==> src/rtl/posit_normalizer.sv <==
// Posit normaliser: shifts an un-normalised adder mantissa until its MSB is set,
// trading exponent/regime per shift. Define POSIT_NORMALIZER_FAST_NORM_EN for a single-cycle LZC + barrel shift.
module posit_normalizer #(
  parameter int WIDTH = 7,
  parameter int EN    = 1,
  parameter int W_REG = $clog2(WIDTH),
  parameter int W_EXP = $clog2(WIDTH),
  parameter int W_MAN = WIDTH
) (
  input  logic             clk,
  input  logic             rst,
  input  logic             in_valid,
  output logic             in_ready,
  input  logic [W_MAN-1:0] in_mantissa,
  input  logic [W_REG-1:0] in_regime,
  input  logic [W_EXP-1:0] in_exponent,
  input  logic             in_negate,
  output logic             out_valid,
  input  logic             out_ready,
  output logic             out_sign,
  output logic [W_REG-1:0] out_regime,
  output logic [W_EXP-1:0] out_exponent,
  output logic [W_MAN-1:0] out_mantissa,
  output logic             out_zero,
  output logic             out_underflow,
  output logic [1:0]       dbg_state
);

  // Handshake: a transfer occurs on a rising edge where valid and ready are both 1;
  // in_ready is high only in IDLE, out_valid only in DONE, and DONE data is frozen until out_ready.
  typedef enum logic [1:0] {IDLE = 2'd0, SHIFT = 2'd1, DONE = 2'd2} state_t;

  localparam logic [W_REG-1:0] REG_MIN = {1'b1, {(W_REG-1){1'b0}}};

  state_t           state_q;
  logic [W_MAN-1:0] man_q;
  logic [W_REG-1:0] reg_q;
  logic [EN-1:0]    exp_q;
  logic             sign_q;
  logic             zero_q;
  logic             unf_q;

  logic [W_REG-1:0] cap_reg;
  logic [EN-1:0]    cap_exp;
  logic             cap_unf;

  logic [W_MAN-1:0] step_man;
  logic [W_REG-1:0] step_reg;
  logic [EN-1:0]    step_exp;
  logic             step_unf;
  logic             step_done;

  // Only the sign and the low EN bits of the incoming exponent carry information.
  logic unused_exp_bits;
  assign unused_exp_bits = ^in_exponent[W_EXP-2:EN];

  // A negative interim exponent borrows one regime step; at the regime floor it saturates instead.
  always_comb begin
    cap_reg = in_regime;
    cap_exp = in_exponent[EN-1:0];
    cap_unf = 1'b0;
    if (in_exponent[W_EXP-1]) begin
      if (in_regime == REG_MIN) begin
        cap_exp = '0;
        cap_unf = 1'b1;
      end else begin
        cap_reg = in_regime - 1'b1;
      end
    end
  end

`ifdef POSIT_NORMALIZER_FAST_NORM_EN
  localparam int VW  = W_REG + EN;
  localparam int LZW = $clog2(W_MAN);
  localparam int CW  = ((VW > LZW) ? VW : LZW) + 1;

  logic [LZW-1:0] lz;
  logic [VW-1:0]  v_cur;
  logic [VW-1:0]  avail;
  logic [VW-1:0]  v_new;
  logic [CW-1:0]  shamt;

  // {regime, exponent} is one signed scale; avail counts the shifts left before the floor.
  always_comb begin
    lz = '0;
    for (int i = 0; i < W_MAN; i++) begin
      if (man_q[i]) lz = LZW'(W_MAN - 1 - i);
    end
    v_cur    = {reg_q, exp_q};
    avail    = v_cur ^ {1'b1, {(VW-1){1'b0}}};
    step_unf = unf_q;
    if (unf_q) begin
      shamt = '0;
    end else if (CW'(lz) > CW'(avail)) begin
      shamt    = CW'(avail);
      step_unf = 1'b1;
    end else begin
      shamt = CW'(lz);
    end
    v_new     = v_cur - VW'(shamt);
    step_man  = man_q << shamt;
    step_reg  = v_new[VW-1:EN];
    step_exp  = v_new[EN-1:0];
    step_done = 1'b1;
  end
`else
  // One bit per cycle; a required regime decrement at the floor freezes everything.
  always_comb begin
    step_man  = man_q << 1;
    step_reg  = reg_q;
    step_exp  = exp_q - 1'b1;
    step_unf  = unf_q;
    step_done = man_q[W_MAN-2];
    if (unf_q || (exp_q == '0 && reg_q == REG_MIN)) begin
      step_man  = man_q;
      step_exp  = exp_q;
      step_unf  = 1'b1;
      step_done = 1'b1;
    end else if (exp_q == '0) begin
      step_reg = reg_q - 1'b1;
    end
  end
`endif

  always_ff @(posedge clk) begin
    if (rst) begin
      state_q   <= IDLE;
      in_ready  <= 1'b1;
      out_valid <= 1'b0;
      man_q     <= '0;
      reg_q     <= '0;
      exp_q     <= '0;
      sign_q    <= 1'b0;
      zero_q    <= 1'b0;
      unf_q     <= 1'b0;
    end else begin
      case (state_q)
        IDLE: begin
          if (in_valid) begin
            sign_q   <= in_negate;
            in_ready <= 1'b0;
            if (in_mantissa == '0) begin
              man_q     <= '0;
              reg_q     <= '0;
              exp_q     <= '0;
              zero_q    <= 1'b1;
              unf_q     <= 1'b0;
              state_q   <= DONE;
              out_valid <= 1'b1;
            end else begin
              man_q  <= in_mantissa;
              reg_q  <= cap_reg;
              exp_q  <= cap_exp;
              zero_q <= 1'b0;
              unf_q  <= cap_unf;
`ifdef POSIT_NORMALIZER_FAST_NORM_EN
              state_q <= SHIFT;
`else
              if (in_mantissa[W_MAN-1] && !cap_unf) begin
                state_q   <= DONE;
                out_valid <= 1'b1;
              end else begin
                state_q <= SHIFT;
              end
`endif
            end
          end
        end
        SHIFT: begin
          man_q <= step_man;
          reg_q <= step_reg;
          exp_q <= step_exp;
          unf_q <= step_unf;
          if (step_done) begin
            state_q   <= DONE;
            out_valid <= 1'b1;
          end
        end
        DONE: begin
          if (out_ready) begin
            state_q   <= IDLE;
            out_valid <= 1'b0;
            in_ready  <= 1'b1;
          end
        end
        default: begin
          state_q   <= IDLE;
          out_valid <= 1'b0;
          in_ready  <= 1'b1;
        end
      endcase
    end
  end

  assign out_sign      = sign_q;
  assign out_regime    = reg_q;
  assign out_exponent  = {{(W_EXP-EN){1'b0}}, exp_q};
  assign out_mantissa  = man_q;
  assign out_zero      = zero_q;
  assign out_underflow = unf_q;
  assign dbg_state     = state_q;

endmodule

==> config.mk <==
export PLATFORM = sky130hd
export DESIGN_NAME = posit_normalizer
export DESIGN_NICKNAME = d
export VERILOG_FILES = /design/src/rtl/posit_normalizer.sv
export SDC_FILE = /design/constraint.sdc
export NUM_CORES = 1
export LEC_CHECK = 0
export ABC_AREA = 1
export CORE_MARGIN = 2
export CORE_UTILIZATION = 39
export CTS_BUF_LIST = sky130_fd_sc_hd__clkbuf_16
export DETAILED_ROUTE_END_ITERATION = 10
export GPL_TIMING_DRIVEN = 0
export PLACE_DENSITY = 0.85
export SKIP_LAST_GASP = 1
export SYNTH_ARGS = -nofsm -noshare
export SYNTH_HDL_FRONTEND = slang
export SYNTH_SLANG_ARGS = --single-unit
==> constraint.sdc <==
create_clock -name clk -period 1.55 [get_ports clk]
set_clock_uncertainty 0.2 [all_clocks]
set_input_delay 0.465 -clock clk [delete_from_list [all_inputs] [get_ports clk]]
set_output_delay 0.465 -clock clk [all_outputs]
set_load 0.03 [all_outputs]
==> run summary, run 1 <==
ANT nets after route - 0
Site Rows - 18
Critical-path cell list - inv_4, ha_4, ha_4, nand2_4, nand3_4, nor2_4, nor2_4, nand2_2, nand2_1, nor2_1
Pwr Density - 1570 nW/um^2
Setup Crit Path Kind - flop to flop
Max-cap viol count - 0
Fraction of layout instances using a drive strength above 1 - 34.4%
Fillers - 208
Die area - 3130 sq um
Antenna cell count - 0
CTS Hold Buffers Added - 0
Yosys reg bits - 18
Hold path depth - 2
Initial DRC Count - 40
Hold Crit Class - flop to flop
DR vias - 1196
Hold Crit Start - out_valid
CP peak stage delay - 360 ps
Worst-Skew Late Latency - 250 ps
All-Layer GR Usage - 17.4%
Clock Pin Slew Worst Setup and Hold Paths - 50 ps
Die height - 55.9 microns
Ranking of synthesized cells by area - dfxtp_1 34%, nand2_1 18%, nor2_1 10%
Max FO, Critical Path - 3
Final period util - 99.6%
Initial antenna violation count - 0
Avg Inst Size Synth - 6.33 sq um
RSZ-0062 raised after global routing - true
Initial Util - 41.7%
Root Driver - clkbuf_16
Drt total wl - 3010 microns
Result of the run - finished, final reports clean
Fin nets - 232
Maximum clock frequency - 648 MHz
Post-synth top area share - 34.3%
Worst EP required - 1530 ps
Layout Cells excl Fill - 239
Post-synth top area cell - dfxtp_1
# setup viols final - 0
Routability cong. - 0.801
Startpoint types - flop
Post-Syn Instances - 166
Cts bufs inserted - 3
Boundary Pins - 38
Yosys cell types - 23
DP Area - 1450 sq um
Fin. Hold Viols - 0
Seq/Total Area, Yosys - 34.3%
Critical Path End Type - flop
Placed cell count - 231
Via-per-instance ratio - 5.00
Slew Limit Fails - 0
Minimum clock period after layout - 1540 ps
H-tree depth - 1
DRC viols - 0
Core area - 2520 sq um
Detailed Place HPWL - 1840 microns
TritonRoute pass-1 iters - 5
Port buffer count - 34
Grt ovf - 0
Synthesis Warnings - 0
Worst Hold Endpoint - out_valid
Average routed wire per standard cell - 12.6 microns
TritonCTS clock tree - done
R2r endpoint - dbg_state[0]
CP max stage cell - dfxtp_4
Clock buffer depth - 2
R2r worst-path depth - 10
Largest net degree at the start of global routing - 11
Layout area overhead - 56.7%
Die X - 55.9 microns
Max VDD drop - 0.00114 V
Number of global-route vias before repair - 1032
Data arrival, critical path - 1530 ps
Cell area after synthesis - 1050 sq um
Worst reg2reg setup slack - 6 ps
Fin area - 1650 sq um
Sink Count - 18
First-pass GRT wire length - 4320 microns
R2R Path Start - out_regime[0]
P_leak - 0.879 nW
-- power breakdown --
part	leakage, nW	internal, mW	switching, mW	total (mW)
clock network	0.0385	0.343	0.172	0.515
registers	0.151	0.608	0.111	0.719
logic	0.689	0.475	0.880	1.36
total	0.879	1.43	1.16	2.59
-- synth_stat cells --
master / n
a21boi_0: 1
a21oi_1: 9
buf_2: 1
buf_4: 3
clkbuf_1: 1
conb_1: 1
dfxtp_1: 18
ha_1: 4
inv_1: 16
inv_2: 2
inv_4: 1
nand2_1: 49
nand2_2: 2
nand2_4: 2
nand3_1: 9
nand3_2: 1
nand3b_1: 2
nand4_1: 1
nor2_1: 29
nor2_2: 1
o21ai_0: 11
o21ai_1: 1
o21ai_2: 1
-- routing by layer --
metal	routed length (microns)	global-route usage (%)	vias to the layer above	share of wire, %
li1	-	-	602	-
met1	1250	21.7	536	41
met3	170	4.65	11	5.6
met2	1500	28.2	47	50
met5	0	0	-	0
met4	93	7.14	0	3.1
-- state kept, by name, summed over array words and instances (netlist names) --
name	count
out_zero	1
out_underflow	1
out_valid	1
out_sign	1
out_mantissa	7
dbg_state	2
in_ready	1
exp_q	1
out_regime	3
-- critical path, delay by kind of cell, from the launching register on --
kind                       cells  cell delay, ps
and+or+nand+nor                7             570
adders and majority gates      2             310
DFF                            1             360
buffers and inverters          1              40
-- worst max-delay path by stage --
stage,start,endpoint,depth (start not counted)
global route,out_regime[0],out_regime[2],10
CTS,exp_q,out_exponent[0],2
floorplan,out_regime[0],exp_q,9
global placement,in_regime[0],dbg_state[0],9
detailed placement,in_regime[0],dbg_state[0],9
finish,out_regime[0],dbg_state[0],10
-- stage by stage --
step	setup TNS (ps)	hold slack (ps)	setup WS [ps]	power, mW	utilization (%)
floorplan	0	334	11.1	1.49	-
global placement	-9820	239	-568	1.88	57.4
detailed placement	-10200	244	-585	1.90	57.4
CTS	-18.4	252	-18.4	2.35	60.2
global route	-441	265	-61.6	2.74	65.3
finish	0	252	5.68	2.59	65.3
-- layout make-up --
| class | count | area [sq um] | area share [%] |
|---|---|---|---|
| Multi-Input combinational cell | 125 | 731 | 44.4 |
| Tap cell | 30 | 37.5 | 2.28 |
| Buffer | 5 | 35.0 | 2.13 |
| Sequential cell | 18 | 373 | 22.6 |
| Clock buffer | 3 | 75.1 | 4.56 |
| Clock inverter | 1 | 3.75 | 0.228 |
| Inverter | 19 | 83.8 | 5.09 |
| Timing Repair Buffer | 38 | 308 | 18.7 |
-- kinds of logic after synthesis --
group	count (synthesis)	share of synthesized area (%)
flops	18	34.3
compound gates	23	11.5
other cells	1	0.357
fa+ha+maj	4	4.76
buf+inv	24	10.0
simple gates	96	39.0
-- layout by cell type (no fill, tap or decap), drive strengths merged --
cell	Yosys	final
a21boi	1	1
a21oi	9	9
buf	4	25
clkbuf	1	4
clkdlybuf4s15	0	1
clkdlybuf4s50	0	4
clkinv	0	1
conb	1	2
dfxtp	18	18
dlygate4sd2	0	5
dlymetal6s2s	0	7
ha	4	4
inv	19	19
nand2	53	53
nand3	10	10
nand3b	2	2
nand4	1	1
nor2	30	30
o21ai	13	13
-- timing repair --
item | 4_1_cts | 5_1_grt
endpoints found under the setup margin | 35 | 23
pin swaps | 5 | 13
endpoints found under the hold margin | 0 | 0
gates resized for setup | 103 | 49
buffers inserted | 2 | 2
Note: power is estimated with default switching activity, not from simulation.
==> run 2, diff against run 1 <==
Settings changed: MAX_ROUTING_LAYER set to met4.
==> run 2 against run 1 <==
  * Global-route usage up 0.48 points
  * Combinational power about the same
  * Flip-flop and latch count unchanged
  * Critical path depth unchanged
  * Non-clock buffer count unchanged
  * Largest cell class unchanged
  * Sequential share of layout area unchanged
  * Utilization unchanged
  * Routed wire length about the same
  * Critical endpoint unchanged
  * First-iteration DRC count unchanged
  * Clock power about the same
  * Maximum frequency about the same
==> run summary, run 2 (same netlist as run 1, synthesis figures left out) <==
Result of the run - finished, final reports clean
Clock buffer depth - 2
Sink Count - 18
R2R Path Start - out_regime[0]
RSZ-0062 raised after global routing - true
Max reg flops - 7
DR vias - 1199
Fraction of layout instances using a drive strength above 1 - 34.4%
Boundary Pins - 38
CTS Hold Buffers Added - 0
Fin nets - 232
Grt ovf - 0
Antenna cell count - 0
Largest net degree at the start of global routing - 11
Minimum clock period after layout - 1540 ps
Worst EP required - 1530 ps
Fin. Hold Viols - 0
Detailed Place HPWL - 1840 microns
Startpoint types - flop
CP bufs+invs - 1
Commonest non-fill, non-tap cell in the layout - nand2_1
Die area - 3130 sq um
TritonCTS clock tree - done
Die height - 55.9 microns
Die X - 55.9 microns
Via-per-instance ratio - 5.02
TritonRoute pass-1 iters - 4
Data arrival, critical path - 1530 ps
Slew Limit Fails - 0
Worst reg2reg setup slack - 6 ps
CP max stage cell - dfxtp_4
All-Layer GR Usage - 17.8%
Most frequent cells in the layout - 39 x nand2_1, 22 x nor2_1, 17 x buf_2
Root Driver - clkbuf_16
Routability cong. - 0.813
Average routed wire per standard cell - 12.6 microns
Port buffer count - 34
Initial DRC Count - 40
Initial antenna violation count - 0
Max-cap viol count - 0
DRC viols - 0
Layout area overhead - 56.7%
DP Area - 1450 sq um
Max FO, Critical Path - 3
H-tree depth - 1
Setup Crit Path Kind - flop to flop
Clock Pin Slew Worst Setup and Hold Paths - 50 ps
Worst setup startpoint - out_regime[0]
Initial Util - 41.7%
Cts bufs inserted - 3
ANT nets after route - 0
Hold Crit Class - flop to flop
Site Rows - 18
Fin area - 1650 sq um
CP peak stage delay - 360 ps
Final period util - 99.6%
P_leak - 0.879 nW
Hold Crit Start - out_valid
Worst path top cell family by delay - simple AND/OR/NAND/NOR gates
Critical Path End Type - flop
First-pass GRT wire length - 4320 microns
Worst-Skew Late Latency - 250 ps
Core area - 2520 sq um
Critical-path cell list - inv_4, ha_4, ha_4, nand2_4, nand3_4, nor2_4, nor2_4, nand2_2, nand2_1, nor2_1
Drt total wl - 3010 microns
# setup viols final - 0
Max VDD drop - 0.00114 V
Final setup TNS - 0 ps
Maximum clock frequency - 648 MHz
Number of global-route vias before repair - 1033
Pwr Density - 1570 nW/um^2
==> run 2: cell counts in the layout (fill, tap and decap cells not counted) <==
No cell type changed its count.
==> run 2: worst register-to-register path, cell delays in order (launching register included) <==
cell,delay (ps)
dfxtp_4,360
inv_4,40
ha_4,150
ha_4,160
nand2_4,90
nand3_4,80
nor2_4,150
nor2_4,60
nand2_2,70
nand2_1,50
nor2_1,70
==> run 2: layer usage <==
metal / vias up / part of all wire (%) / global-route usage (%)
li1: 602 / - / -
met1: 541 / 41 / 21.8
met2: 47 / 50 / 28.2
met3: 9 / 5.4 / 4.42
met4: 0 / 2.9 / 7.14
met5: - / 0 / -
==> run 2: final timing paths <==
kind                                     end  cells past startpoint
worst max-delay path            dbg_state[0]                     10
worst min-delay path               out_valid                      2
worst max register to register  dbg_state[0]                     10
worst min register to register     out_valid                      2
==> run 2: metrics by stage <==
step	setup WS [ps]	util, %	instances	power (mW)	hold slack (ps)
after global placement	-568	57.4	231	1.88	239
final	5.95	65.3	239	2.59	252
after global routing	-61.6	65.3	239	2.74	265
after CTS	-18.4	60.2	237	2.35	252
after floorplan	11.1	-	167	1.49	334
after detailed placement	-585	57.4	231	1.90	244
==> run 2: timing repair <==
item	CTS	global route
setup buffers	2	2
resized for setup	103	49
setup endpoints to repair	35	23
pin swaps	5	13
gates cloned	0	0
endpoints found under the hold margin	0	0
==> run 2: power by group <==
| group | leakage, nW | switching (mW) | total, mW | internal [mW] |
|---|---|---|---|---|
| combinational | 0.689 | 0.881 | 1.36 | 0.475 |
| clock | 0.0385 | 0.173 | 0.516 | 0.343 |
| sequential | 0.151 | 0.111 | 0.719 | 0.608 |
==> run 2: area by class of cell <==
| cell class | count | area (sq um) |
|---|---|---|
| fill | 208 | 876 |
| multi-input combinational | 125 | 731 |
| sequential | 18 | 373 |
| timing repair buffer | 38 | 308 |
| inverter | 19 | 83.8 |
| clock buffer | 3 | 75.1 |
| tap | 30 | 37.5 |
| buffer | 5 | 35.0 |
| clock inverter | 1 | 3.75 |
==> run 3, diff against run 2 <==
--- a/config.mk
+++ b/config.mk
@@ -8,3 +8,2 @@
 export ABC_AREA = 1
-export CORE_MARGIN = 2
 export CORE_UTILIZATION = 39
@@ -15,2 +14,3 @@
 export PLACE_DENSITY = 0.85
+export REMOVE_ABC_BUFFERS = 1
 export SKIP_LAST_GASP = 1
==> constraint.sdc (replaced) <==
create_clock -name clk -period 1.55 [get_ports clk]
set_clock_uncertainty 0.2 [all_clocks]
set_input_delay 0.3875 -clock clk [delete_from_list [all_inputs] [get_ports clk]]
set_output_delay 0.3875 -clock clk [all_outputs]
set_load 0.03 [all_outputs]
==> run 3 against run 2 <==
  * The run now ends with negative setup slack left
  * Clock-buffer cell count is the same
  * Setup slack lost 8.7 ps
  * Combinational power grew 3%
  * First-iteration DRC count shrank 55%
  * Sequential power shrank 1%
  * Flip-flop and latch count is the same
  * Register-to-register slack is essentially flat
  * Global-route usage grew 2.4 points
  * Routed wire length shrank 4.2%
  * Final cell count shrank 0.84%
==> run summary, run 3 (same netlist as run 1, synthesis figures left out) <==
Final WS setup - -2.72 ps
Clock power share - 19.9%
Total power draw - 2.64 mW
Worst EP required - 1530 ps
Number of global-route vias before repair - 963
Pwr Density - 1580 nW/um^2
Initial antenna violation count - 0
DRC viols - 0
Average routed wire per standard cell - 12.2 microns
H-tree depth - 1
Seq pwr share - 27.0%
Minimum clock period after layout - 1550 ps
Hold Crit Class - flop to flop
TritonCTS clock tree - done
DP Area - 1400 sq um
Sw frac - 44.5%
Fin. Hold Viols - 0
Layout area overhead - 58.6%
Final setup TNS - -2.72 ps
Startpoint types - flop
Sink Count - 18
Initial DRC Count - 18
Fin area - 1670 sq um
Clock Pin Slew Worst Setup and Hold Paths - 50 ps
RSZ-0062 raised after global routing - true
Port buffer count - 34
Die height - 53.9 microns
Fraction of layout instances using a drive strength above 1 - 30.9%
Cts bufs inserted - 3
TritonRoute pass-1 iters - 5
Maximum clock frequency - 644 MHz
Core area - 2520 sq um
CTS Hold Buffers Added - 0
Psw - 1.17 mW
Routability cong. - 0.747
Final period util - 100%
Die area - 2910 sq um
Antenna cell count - 0
ANT nets after route - 0
# setup viols final - 1
First-pass GRT wire length - 4110 microns
Worst-Skew Late Latency - 250 ps
Via-per-instance ratio - 4.95
Final Util - 66.1%
Data arrival, critical path - 1530 ps
Commonest non-fill, non-tap cell in the layout - nand2_1
Critical Path End Type - flop
Die X - 53.9 microns
Violated checks - negative setup slack
Result of the run - finished, violations left
Drt total wl - 2890 microns
Max-cap viol count - 0
Slew Limit Fails - 0
Most frequent cells in the layout - 45 x nand2_1, 23 x nor2_1, 14 x dfxtp_1
Max VDD drop - 0.00112 V
Fillers - 205
Largest net degree at the start of global routing - 19
Grt ovf - 0
Detailed Place HPWL - 1740 microns
P_leak - 0.823 nW
Site Rows - 18
Setup Crit Path Kind - flop to flop
Max FO, Critical Path - 6
Root Driver - clkbuf_16
Initial Util - 41.7%
Internal power - 1.47 mW
Clock buffer depth - 2
Logic pwr share - 53.2%
All-Layer GR Usage - 20.2%
Max reg flops - 7
Boundary Pins - 38
Fin nets - 230
Worst slack at placement - -506 ps
DR vias - 1172
## run 3: cell types whose count changed in the layout (fill, tap and decap cells not counted), moves of 4 or more
| cell | previous run | this run |
|---|---|---|
| clkbuf_2 | 0 | 6 |
| buf_2 | 17 | 4 |
| dlymetal6s2s_1 | 7 | 3 |
| nand2_1 | 39 | 45 |
| nand2_2 | 10 | 3 |
| clkdlybuf4s15_2 | 1 | 5 |
| clkdlybuf4s50_1 | 4 | 10 |
## run 3: worst paths after layout
kind / depth (start not counted) / slack, ps / startpoint / endpoint
max reg2reg: 10 / -3 / out_regime[1] / out_regime[2]
min reg2reg: 2 / 240 / out_valid / out_valid
min: 2 / 240 / out_valid / out_valid
max: 10 / -3 / out_regime[1] / out_regime[2]
## run 3: cell type report
type,instances,area (sq um),area share [%]
multi-input combinational,125,724,43.5
timing repair buffer,41,378,22.7
sequential,18,365,21.9
inverter,19,82.6,4.95
clock buffer,3,75.1,4.50
tap,30,37.5,2.25
clock inverter,1,3.75,0.225
## run 3: what timing repair did
item	in CTS	in global routing
resized for setup	68	43
pin swaps	9	6
setup endpoints to repair	33	30
cloned	0	0
setup buffers	5	2
## run 3: routing by layer
layer  GRT usage, %  vias to the layer above  share of wire (%)
met5              -                        -                  0
met4           3.95                        0               0.59
met3           4.24                        2                4.4
met2           34.6                       40                 52
met1           24.2                      524                 43
li1               -                      606                  -
## run 3: power by group through the flow
stage / sequential [mW] / combinational, mW / clock (mW)
after floorplan: 0.934 / 0.512 / 0
after CTS: 0.697 / 1.24 / 0.523
after detailed placement: 0.697 / 1.15 / 0
after global placement: 0.696 / 1.13 / 0
after global routing: 0.729 / 1.53 / 0.545
final: 0.712 / 1.40 / 0.524
## run 3: metrics by stage
step / instances / hold slack (ps)
after global routing: 237 / 277
after floorplan: 162 / 257
after global placement: 226 / 240
final: 237 / 244
after detailed placement: 226 / 238
after CTS: 235 / 247
## run 3: worst max-delay path, stage by stage, from the launching register on
cell	delay (ps)
dfxtp_2	330
inv_2	50
ha_4	160
ha_4	150
nand2_4	80
nand2_2	50
nand2_2	90
nand2_4	80
nand2_1	90
nand2_1	80
a21oi_2	120
==> RTL edit 1, RTL diff (settings of run 2) <==
`WIDTH`: 7 -> 9.
--- a/src/rtl/posit_normalizer.sv
+++ b/src/rtl/posit_normalizer.sv
@@ -2,5 +2,5 @@
 // trading exponent/regime per shift. Define POSIT_NORMALIZER_FAST_NORM_EN for a single-cycle LZC + barrel shift.
 module posit_normalizer #(
-  parameter int WIDTH = 7,
+  parameter int WIDTH = 9,
   parameter int EN    = 1,
   parameter int W_REG = $clog2(WIDTH),
Ports: changed (6 resized); port bits go from 38 to 46. No check against the original RTL was run, so the function may have changed too.
==> RTL edit 1 against run 2 <==
  * The flow now finishes with violations (negative setup slack)
  * Sequential share of layout area down 0.98 points
  * Sequential cell count up 3
  * Die area up 24%
  * Total power up 18%
  * Critical endpoint is now out_mantissa[4]$_SDFFE_PP0P_
  * Sequential power up 18%
  * Cell area up 22%
  * Combinational power up 21%
  * Routed wire length up 25%
  * Global-route usage up 2.4 points
  * Area after synthesis up 26%
  * Worst setup slack worse by 0.042 ns
  * Final cell count up 29%
==> RTL edit 1: results (changes against run 2) <==
Met3 usage = 4.710% (was 4.419%)
WL met2 = 1856 µm (was 1509 µm)
Core area = 0.003284 mm² (was 0.002522 mm²)
Post-synthesis compound-gate area fraction = 18.56% (was 11.55%)
Worst R2R Path Depth = 9 (was 10)
Hold slack = 0.2566 ns (was 0.2521 ns)
Logic inverters = 31 (was 19)
Port Buffers = 40 (was 34)
Adder-Cell Fraction of Synth Area = 2.841% (was 4.762%)
First-pass DRT Iterations = 5 (was 4)
Max Buffers Root-to-Sink = 2 (unchanged)
M1 wire length = 1581 µm (was 1250 µm)
WL met3 = 241 µm (was 164 µm)
ClkCell Share = 3.985% (was 4.787%)
Commonest cells post-synth = nand2_1 (43), nor2_1 (40), inv_1 (25) (was nand2_1 (49), nor2_1 (29), dfxtp_1 (18))
Nets = 289 (was 232)
Most common cell in the synthesized netlist = nand2_1 (unchanged)
Non-Filler Instances = 309 (was 239)
Pre-CTS WS = -0.6161 ns (was -0.5849 ns)
Peak supply drop = 0.6311 mV (was 1.145 mV)
#MultiIn Comb = 148 (was 125)
Non-CTS buffers = 59 (was 43)
Number of DRC markers in iteration 0 = 73 (was 40)
Post-synthesis async set-or-reset flop share = 0% (unchanged)
Seq/Total Area, Yosys = 31.82% (was 34.29%)
Largest net degree at the start of global routing = 13 (was 11)
Fillers = 297 (was 208)
Global Route Usage Sum = 20.19% (was 17.83%)
Fraction of area in multi-input gates = 42.53% (was 44.38%)
GRT met2 Usage = 34.24% (was 28.23%)
Largest cells by area after synthesis = dfxtp_1 (32%), nand2_1 (12%), nor2_1 (11%) (was dfxtp_1 (34%), nand2_1 (18%), nor2_1 (10%))
CTS sink count = 21 (was 18)
Top sig layer = met4 (unchanged)
Area after DPL = 0.001826 mm² (was 0.001448 mm²)
Leak pwr = 1.018 nW (was 0.8793 nW)
Synthesized area per cell = 6.445 µm² (was 6.331 µm²)
Met1 Use GR = 23.31% (was 21.83%)
Detail Placement HPWL = 2424 µm (was 1843 µm)
Pwr per Cell Area = 1521 mW/mm² (was 1573 mW/mm²)
Layout cell share with drive strength beyond 1 = 40.68% (was 34.45%)
Vias in the first global route = 1435 (was 1033)
Status = finished, violations left (was completed)
CP Max Fanout = 10 (was 3)
Setup-failing EPs final = 4 (was 0)
Seq area share = 21.67% (was 22.64%)
Final worst slack = -0.03646 ns (was 0.005951 ns)
Vias per cell = 4.932 (was 5.017)
Max FFs per register = 9 (was 7)
Netlist cell types = 26 (was 23)
Signal buf overhead = 22.91% (was 20.82%)
First-pass GRT wire length = 6237 µm (was 4319 µm)
Setup TNS = -0.09639 ns (was 0 ns)
Yosys warns = 0 (unchanged)
Post-Synth XOR/XNOR Area = 0.6629% (was 0%)
Failing checks = negative setup slack
Hold worst-path end = out_valid$_SDFFE_PP0P_ (unchanged)
CP Capture Point = out_mantissa[4]$_SDFFE_PP0P_ (was dbg_state[0]$_SDFFE_PP0P_)
[RTL edit 1: cell types whose count changed in the layout (fill, tap and decap cells not counted), moves of 6 or more]
cell and delta:
o21ai_2 +8, nand2_2 -6, nor2_1 +13, buf_4 +9, dlygate4sd2_1 +8, inv_2 +11
[RTL edit 1: report_power, final]
group / internal (mW) / leakage, nW / switching, mW
combinational: 0.610 / 0.800 / 1.03
clock: 0.347 / 0.0409 / 0.215
sequential: 0.712 / 0.177 / 0.140
total: 1.67 / 1.02 / 1.39
[RTL edit 1: worst max-delay path: stages, from the launching register on]
cell     delay [ns]
dfxtp_4        0.35
inv_4          0.06
ha_4           0.12
inv_2          0.02
nor2_1         0.08
nand2_1        0.10
nand2_4        0.12
nand2_4        0.08
buf_8          0.15
o211a_1        0.20
[RTL edit 1: timing repair]
action / 4_1_cts / 5_1_grt
pin swaps: 22 / 19
endpoints found under the setup margin: 42 / 31
gates resized for setup: 135 / 43
buffers inserted: 11 / 1
==> RTL edit 2, RTL diff (config.mk and constraints of run 2) <==
Made on the original files. Register the output `dbg_state` once more, without a reset; this adds one clock of latency there. The other outputs are not delayed to match.
--- a/src/rtl/posit_normalizer.sv
+++ b/src/rtl/posit_normalizer.sv
@@ -199,5 +199,7 @@
   assign out_zero      = zero_q;
   assign out_underflow = unf_q;
-  assign dbg_state     = state_q;
+  always_ff @(posedge clk) begin
+    dbg_state <= state_q;
+  end
 
 endmodule
Check against the original RTL: not equivalent (a bounded check fails within 4 cycles, from zero or initial values and one cycle with rst high).
==> RTL edit 2 against run 2 <==
  * Die area increased by 6.5%
  * Routed wire length increased by 7.0%
  * Sequential power increased by 8.1%
  * Final cell count increased by 1.3%
  * Non-clock buffer count unchanged
  * Worst setup slack improved by 0.0012 ns
  * Total power increased by 7.2%
  * Area after synthesis increased by 7.0%
  * Sequential cell count increased by 2
  * Cell area increased by 5.5%
  * Critical path type unchanged
  * Largest cell class unchanged
  * Highest routed layer unchanged
==> RTL edit 2: results (changes against run 2) <==
Status = completed (unchanged)
Netlist cell types = 23 (unchanged)
Seq/Total Area, Yosys = 35.60% (was 34.29%)
Clock transition at path regs = 0.06 ns
WL met3 = 136 µm (was 164 µm)
Vias = 1228 (was 1199)
Post-synthesis compound-gate area fraction = 11.12% (was 11.55%)
Vias per cell = 5.074 (was 5.017)
Peak supply drop = 0.9855 mV (was 1.145 mV)
Port Buffers = 34 (unchanged)
Layout cell share with drive strength beyond 1 = 37.44% (was 34.45%)
M1 wire length = 1375 µm (was 1250 µm)
Leak pwr = 0.8884 nW (was 0.8793 nW)
First-pass DRT Iterations = 4 (unchanged)
Antenna diodes = 0 (unchanged)
WL met2 = 1619 µm (was 1509 µm)
Nets = 234 (was 232)
Number of DRC markers in iteration 0 = 30 (was 40)
Synthesized instance count = 168 (was 166)
Commonest cells post-synth = nand2_1 (47), nor2_1 (28), dfxtp_1 (20) (was nand2_1 (49), nor2_1 (29), dfxtp_1 (18))
Largest net degree at the start of global routing = 12 (was 11)
Final wirelength = 3223 µm (was 3013 µm)
GP Congestion = 0.7952 (was 0.8126)
Global Route Usage Sum = 19.74% (was 17.83%)
Largest cells by area after synthesis = dfxtp_1 (36%), nand2_1 (16%), nor2_1 (9.3%) (was dfxtp_1 (34%), nand2_1 (18%), nor2_1 (10%))
Adder-Cell Fraction of Synth Area = 4.449% (was 4.762%)
Detail Placement HPWL = 1931 µm (was 1843 µm)
First-pass GRT wire length = 4974 µm (was 4319 µm)
[RTL edit 2: changes by cell type after synthesis, sizes merged]
cell,before,now
dfxtp,18,20
buf,4,5
clkbuf,1,0
[RTL edit 2: path summary, 6_finish.rpt]
path	start	slack, ns	end	cells after the start
setup / recovery	out_regime[1]$_SDFFE_PP0P_	0.007	state_q[0]$_SDFFE_PP0P_	10
setup reg to reg	out_regime[1]$_SDFFE_PP0P_	0.007	state_q[0]$_SDFFE_PP0P_	10
hold reg to reg	state_q[1]$_SDFFE_PP0P_	0.20	dbg_state[1]$_DFF_P_	0
hold / removal	state_q[1]$_SDFFE_PP0P_	0.20	dbg_state[1]$_DFF_P_	0
[RTL edit 2: timing repair]
item | CTS | global route
resized for setup | 109 | 48
gates cloned | 0 | 0
setup endpoints to repair | 36 | 25
buffers inserted | 3 | 1
pin swaps | 13 | 14
[RTL edit 2: stage by stage]
step	total power [mW]	setup TNS (ns)	setup slack (ns)	cell area, µm²
floorplan	1.605	0	0.0009279	1144
global placement	1.993	-8.406	-0.5382	1523
detailed placement	2.017	-8.938	-0.5863	1523
CTS	2.590	-0.02862	-0.02303	1654
global route	2.939	-0.4540	-0.05984	1738
finish	2.778	0	0.007192	1738
[RTL edit 2: logic make-up (layout without fill, tap and decap cells)]
family | after synthesis | count (layout)
AO/OA/AOI/OAI | 23 | 23
adder cells (fa/ha/maj) | 4 | 4
buffers and inverters | 24 | 66
flip-flops | 20 | 20
other | 1 | 2
AND/OR/NAND/NOR | 96 | 96
[RTL edit 2: area by class of cell]
cell class	count	area [µm²]
buffer	5	41.29
clock buffer	3	75.07
clock inverter	1	3.754
fill	242	1020
inverter	19	83.83
multi-input combinational	125	773.2
sequential	20	411.6
tap	31	38.79
timing repair buffer	38	310.3
[RTL edit 2: layer usage]
layer | GRT usage, % | vias to the layer above
li1 | - | 608
met1 | 24.65 | 568
met2 | 31.33 | 43
met3 | 2.902 | 9
met4 | 9.302 | 0
met5 | - | -
[RTL edit 2: power by group]
group	internal, mW	switching, mW	leakage [nW]	total [mW]
sequential	0.670	0.107	0.167	0.777
clock	0.345	0.209	0.0385	0.553
combinational	0.519	0.928	0.682	1.45
[RTL edit 2: worst max-delay path, stage by stage, from the launching register on]
cell,delay [ns]
dfxtp_4,0.35
inv_4,0.04
ha_4,0.15
ha_4,0.16
nand2_4,0.10
nand3_4,0.08
nor2_4,0.10
nor2_2,0.05
nand2_1,0.09
nand2_1,0.07
nor2_1,0.08
